==> config.mk <==
export PLATFORM = sky130hd
export DESIGN_NAME = accum_core
export DESIGN_NICKNAME = d
export VERILOG_FILES = /design/src/rtl/accum_core.sv
export SDC_FILE = /design/constraint.sdc
export NUM_CORES = 1
export LEC_CHECK = 0
export CAP_MARGIN = 25
export CORE_MARGIN = 5
export CORE_UTILIZATION = 43
export CTS_CLUSTER_SIZE = 30
export DETAILED_ROUTE_END_ITERATION = 12
export PLACE_DENSITY = 0.76
export SYNTH_ARGS = -nofsm -noshare
export SYNTH_HDL_FRONTEND = slang
export SYNTH_SLANG_ARGS = --single-unit
export TNS_END_PERCENT = 5
==> constraint.sdc <==
create_clock -name clk -period 2.75 [get_ports clk]
set_input_delay 0.275 -clock clk [delete_from_list [all_inputs] [get_ports clk]]
set_output_delay 0.275 -clock clk [all_outputs]
set_load 0.02 [all_outputs]
==> src/rtl/accum_core.sv <==
// accum_core: parametrised accumulator CPU core with a FETCH/EXEC/MEMRD sequencer.
// Define ACCUM_CORE_HALT_EN to make opcode 0 a HALT; without it opcode 0 is a NOP.
module accum_core #(
  parameter int DATA_W = 4,
  parameter int ADDR_W = 12
) (
  input  logic              clk,
  input  logic              reset,
  output logic              imem_req,
  output logic [ADDR_W-1:0] imem_addr,
  input  logic              imem_valid,
  input  logic [ADDR_W+3:0] imem_rdata,
  output logic [ADDR_W-1:0] ram_addr,
  output logic              ram_re,
  input  logic [DATA_W-1:0] ram_rdata,
  output logic              ram_we,
  output logic [DATA_W-1:0] ram_wdata,
  input  logic [DATA_W-1:0] in_port,
  output logic [DATA_W-1:0] out_port,
  output logic              out_strobe,
  output logic [ADDR_W-1:0] pc_o,
  output logic [DATA_W-1:0] acc_o,
  output logic              carry,
  output logic              zero,
  output logic              exec_phase,
  output logic              halted
);

`ifdef ACCUM_CORE_HALT_EN
  typedef enum logic [1:0] {FETCH, EXEC, MEMRD, HALT} state_e;
`else
  typedef enum logic [1:0] {FETCH, EXEC, MEMRD} state_e;
`endif

  typedef enum logic [3:0] {
    OP_NOP, OP_LDI, OP_LD, OP_ST, OP_ADDI, OP_ADD, OP_SUBI, OP_SUB,
    OP_CMPI, OP_NANDI, OP_IN, OP_OUT, OP_JMP, OP_JC, OP_JNC, OP_JZ
  } opcode_e;

  state_e            state_q, state_d;
  logic [ADDR_W-1:0] pc_q, pc_d;
  logic [ADDR_W+3:0] instr_q, instr_d;
  logic [DATA_W-1:0] acc_q, acc_d;
  logic [DATA_W-1:0] outPort_q, outPort_d;
  logic              carry_q, carry_d;
  logic              zero_q, zero_d;

  opcode_e           opcode;
  logic [ADDR_W-1:0] operand;
  logic [DATA_W-1:0] aluB;
  logic [DATA_W-1:0] nandRes;
  logic [DATA_W:0]   sum;
  logic [DATA_W:0]   diff;
  logic              reqRaw, reRaw, weRaw, strobeRaw;

  assign opcode  = opcode_e'(instr_q[ADDR_W+3:ADDR_W]);
  assign operand = instr_q[ADDR_W-1:0];
  // Second ALU operand: the immediate during EXEC, the RAM word during MEMRD.
  assign aluB    = (state_q == MEMRD) ? ram_rdata : operand[DATA_W-1:0];
  assign sum     = {1'b0, acc_q} + {1'b0, aluB};
  assign diff    = {1'b0, acc_q} - {1'b0, aluB};
  assign nandRes = ~(acc_q & aluB);

  always_comb begin
    state_d   = state_q;
    pc_d      = pc_q;
    instr_d   = instr_q;
    acc_d     = acc_q;
    carry_d   = carry_q;
    zero_d    = zero_q;
    outPort_d = outPort_q;
    reqRaw    = 1'b0;
    reRaw     = 1'b0;
    weRaw     = 1'b0;
    strobeRaw = 1'b0;
    case (state_q)
      FETCH: begin
        reqRaw = 1'b1;
        if (imem_valid) begin
          instr_d = imem_rdata;
          pc_d    = pc_q + ADDR_W'(1);
          state_d = EXEC;
        end
      end
      EXEC: begin
        state_d = FETCH;
        case (opcode)
          OP_NOP: begin
`ifdef ACCUM_CORE_HALT_EN
            state_d = HALT;
`endif
          end
          OP_LDI: begin
            acc_d  = aluB;
            zero_d = (aluB == '0);
          end
          OP_LD, OP_ADD, OP_SUB: begin
            reRaw   = 1'b1;
            state_d = MEMRD;
          end
          OP_ST: weRaw = 1'b1;
          OP_ADDI: begin
            acc_d   = sum[DATA_W-1:0];
            carry_d = sum[DATA_W];
            zero_d  = (sum[DATA_W-1:0] == '0);
          end
          OP_SUBI: begin
            acc_d   = diff[DATA_W-1:0];
            carry_d = ~diff[DATA_W];
            zero_d  = (diff[DATA_W-1:0] == '0);
          end
          OP_CMPI: begin
            carry_d = ~diff[DATA_W];
            zero_d  = (diff[DATA_W-1:0] == '0);
          end
          OP_NANDI: begin
            acc_d  = nandRes;
            zero_d = (nandRes == '0);
          end
          OP_IN: begin
            acc_d  = in_port;
            zero_d = (in_port == '0);
          end
          OP_OUT: begin
            outPort_d = acc_q;
            strobeRaw = 1'b1;
          end
          // Jumps test the flags as they stood before this instruction.
          OP_JMP: pc_d = operand;
          OP_JC:  if (carry_q)  pc_d = operand;
          OP_JNC: if (!carry_q) pc_d = operand;
          OP_JZ:  if (zero_q)   pc_d = operand;
          default: ;
        endcase
      end
      MEMRD: begin
        state_d = FETCH;
        case (opcode)
          OP_ADD: begin
            acc_d   = sum[DATA_W-1:0];
            carry_d = sum[DATA_W];
            zero_d  = (sum[DATA_W-1:0] == '0);
          end
          OP_SUB: begin
            acc_d   = diff[DATA_W-1:0];
            carry_d = ~diff[DATA_W];
            zero_d  = (diff[DATA_W-1:0] == '0);
          end
          default: begin
            acc_d  = ram_rdata;
            zero_d = (ram_rdata == '0);
          end
        endcase
      end
`ifdef ACCUM_CORE_HALT_EN
      HALT: ;
`endif
      default: state_d = FETCH;
    endcase
  end

  always_ff @(posedge clk) begin
    if (reset) begin
      state_q   <= FETCH;
      pc_q      <= '0;
      instr_q   <= '0;
      acc_q     <= '0;
      carry_q   <= 1'b0;
      zero_q    <= 1'b0;
      outPort_q <= '0;
    end else begin
      state_q   <= state_d;
      pc_q      <= pc_d;
      instr_q   <= instr_d;
      acc_q     <= acc_d;
      carry_q   <= carry_d;
      zero_q    <= zero_d;
      outPort_q <= outPort_d;
    end
  end

  // Strobes are masked by reset so an instruction caught by reset has no side effects.
  assign imem_req   = reqRaw & ~reset;
  assign ram_re     = reRaw & ~reset;
  assign ram_we     = weRaw & ~reset;
  assign out_strobe = strobeRaw & ~reset;
  assign exec_phase = ~reset & ((state_q == EXEC) || (state_q == MEMRD));
  assign imem_addr  = pc_q;
  assign ram_addr   = operand;
  assign ram_wdata  = acc_q;
  assign out_port   = outPort_q;
  assign pc_o       = pc_q;
  assign acc_o      = acc_q;
  assign carry      = carry_q;
  assign zero       = zero_q;

`ifdef ACCUM_CORE_HALT_EN
  assign halted = ~reset & (state_q == HALT);
`else
  assign halted = 1'b0;
`endif

endmodule

==> summary.md <==
| Metric | Value |
|---|---|
| Sequential share of power | between 30% and 40% |
| PortBufs | about 80 |
| Post-DR vias/cell | ~5.7 |
| Post-DR wirelength/cell | 16.9 um |
| Post-synth EDFFs | 0 |
| Final Max Slew Viols | 0 |
| # IOs | between 80 and 90 |
| CTS tree | yes |
| Seq. cell area | around 800 sq um |
| Cell area after synthesis | about 3000 sq um |
| Nets | around 480 |
| Via count | slightly above 3000 |
| Share of layout cells above drive strength 1 | 12.2% |
| CTS Root Cell | clkbuf_8 |
| Post-CTS setup repair buffer count | 0 |
| Syn Area/Cell | 7.68 sq um |
| Static Leakage | 1.46 nW |
| Max Clk Rate | 388 MHz |
| Pre-antenna DRT Iters | 5 |
| Post-synthesis cell type count | 66 |
| Initial Utilization | about 44% |
| Worst-path clk slew | 0.09 ns |
| Clock Path Buffers | 2 |
| Commonest non-fill, non-tap cell in the layout | clkdlybuf4s50_1 |
| Final setup violation count | 0 |
| Hpwl dp | ~6800 um |
| Max IR drop VDD | 257 uV |
| # H-tree levels | 2 |
| Post-synthesis sequential area ratio | 26.7% |
| Worst-Skew Late Latency | approximately 0.3 ns |
| Hold Slack | ~0.48 ns |
| Gate power share | approximately a third |
| RSZ-0062 raised after global routing | true |
| Worst Path Arrival | 2.79 ns |
| Setup Skew | between 0.01 and 0.015 ns |
| Max-Cap Viols | 0 |
| Top cell type's share of synthesized area | between 20% and 30% |
| Total net switching power | about 0.6 mW |
| Run status | complete, no violations |
| Max-slew headroom | between 50% and 60% |
| Most frequent cells in the layout | clkdlybuf4s50_1 (81), nand2_1 (58), a21oi_1 (39), dfxtp_1 (39), nor2_1 (24) |
| Die ar. | approximately 9000 sq um |
| Worst Tran Pin Value | roughly 0.69 ns |
| Row Count | 30 |
| Tmin final | around 2.6 ns |
| Flip-flop and latch count after synthesis | 40 |
| Post-synth top area cell | dfxtp_1 |
| Drc violations | 0 |
| CP Max Fanout | 6 |
| Post-synthesis cell count | 390 |
| Largest net degree at the start of global routing | 38 |
| CP required | between 2 and 3 ns |
| Die height | just over 90 um |
| Crit path launch type | flop |
| Syn Nets | 431 |
| Vias in the first global route | 2831 |
| Pwr per Cell Area | 454 nW/um^2 |
| ANT nets after route | 0 |
| N_diodes | 0 |
| Type of the most critical hold path | reg -> reg |
| Global-route usage over all layers | around a fifth |
| Pre-CTS setup slack | -0.0312 ns |
| Sw Share | 33.8% |
| Initial antenna violation count | 0 |
| Final GP Congestion | roughly 1 |
| Yosys warnings | 0 |
| Final Hold Viols | 0 |
| Top FF cell, synth | dfxtp_1 |
| CTS sink cnt | 40 |
| Initial DRC Count | 370 |
| Ys async rst share | 0% |
| Multi-input logic area | about 1900 sq um |
| Clock share of power | between 20% and 30% |
| Worst setup EP type | flop |
| Die width | between 90 and 100 um |
| Area growth, synth to finish | 30.6% |
| Final wirelength | 9130 um |
| Fin Setup TNS | 0 ns |
| Final period utilization | a little over nine tenths |
| Placeable Area | 6790 sq um |
| Worst setup margin | 0.173 ns |
| Internal power | around 1.2 mW |
| Grt total ovfl | 0 |
| Critical path class | reg -> reg |
| Clock buffer count from CTS | 5 |
| First-pass GRT wire length | around 15000 um |
| Layout fillers | ~630 |
| Top cells by area, synth | dfxtp_1 (27%), buf_4 (7.8%), nand2_1 (7.3%), a21oi_1 (6.5%), ha_1 (5.4%) |
[registers in the layout, indices dropped and copies added (netlist names)]
signal	cells
imem_addr	12
instr_q	16
out_port	4
acc_o	4
zero	1
carry	1
state_q	2
[worst max-delay path, cell delays in order (launching register included)]
cell     delay [ns]
dfxtp_1        0.34
inv_2          0.12
ha_4           0.20
mux2i_4        0.24
inv_2          0.07
ha_1           0.32
a21o_1         0.20
a21oi_1        0.19
xnor2_1        0.13
nor4_1         0.28
nor3_1         0.10
o41ai_2        0.30
[routing by layer]
| layer | up-vias | share of wire [%] | global-route usage [%] |
|---|---|---|---|
| met2 | 147 | 45 | 32.1 |
| met3 | 15 | 9.0 | 4.59 |
| met4 | 0 | 1.5 | 5.37 |
| li1 | 1471 | - | - |
| met1 | 1430 | 44 | 29.2 |
| met5 | - | 0 | 0 |
[Yosys cell counts (6+ instances only)]
library cell / instances
o21ai_0: 13
a211oi_1: 11
nor3_1: 13
nor2_1: 24
buf_4: 31
ha_1: 13
clkbuf_1: 16
nor4_1: 7
a21oi_1: 39
nand3_1: 7
dfxtp_1: 40
nand2_1: 58
inv_1: 12
o22ai_1: 6
mux2i_1: 7
[per-stage QoR]
step	cell area (sq um)	util (%)	std cells	power, mW
2_1_floorplan	3010	-	390	1.06
3_3_place_gp	3740	55.0	531	1.24
3_5_place_dp	3740	55.0	531	1.25
4_1_cts	3860	56.8	539	1.77
5_1_grt	3910	57.6	539	1.87
6_report	3910	57.6	539	1.78
[power by group through the flow]
stage | combinational [mW] | sequential (mW) | clock, mW
after floorplan | 0.373 | 0.682 | 0
after global placement | 0.557 | 0.679 | 0
after CTS | 0.567 | 0.668 | 0.534
after global routing | 0.629 | 0.678 | 0.561
final | 0.582 | 0.670 | 0.524
after detailed placement | 0.565 | 0.681 | 0
[what timing repair did]
action / in CTS / in global routing
hold buffers: 0 / 0
gates resized for setup: 1 / 11
hold endpoints to repair: 0 / 0
pin swaps: 0 / 1
endpoints found under the setup margin: 2 / 5
[path summary, 6_finish.rpt]
path	startpoint	endpoint	slack [ns]	depth (start not counted)
setup / recovery	state_q[0]	zero	0.17	11
hold / removal	instr_q[10]	instr_q[10]	0.48	2
setup reg to reg	state_q[0]	zero	0.17	11
hold reg to reg	instr_q[10]	instr_q[10]	0.48	2
[cell type report]
cell class	instances	area share, %
multi-input cells	282	47.8
clock buffers	6	2.11
well taps	96	3.07
repair buffers	99	24.2
inverters	14	1.34
flip-flops and latches	40	20.5
clock inverters	2	0.991
[cell families (layout without fill, tap and decap cells)]
group,count (synthesis),count (layout),synth area share [%]
buffers and inverters,68,121,13.1
xor gates and xnor gates,5,5,1.46
other,1,1,0.125
muxes,11,11,4.22
and+or+nand+nor,147,147,24.9
DFF,40,40,26.7
adders and majority gates,14,14,6.10
AOI/OAI and AO/OA,104,104,23.4
No activity file was read; power rests on OpenSTA's default activity.
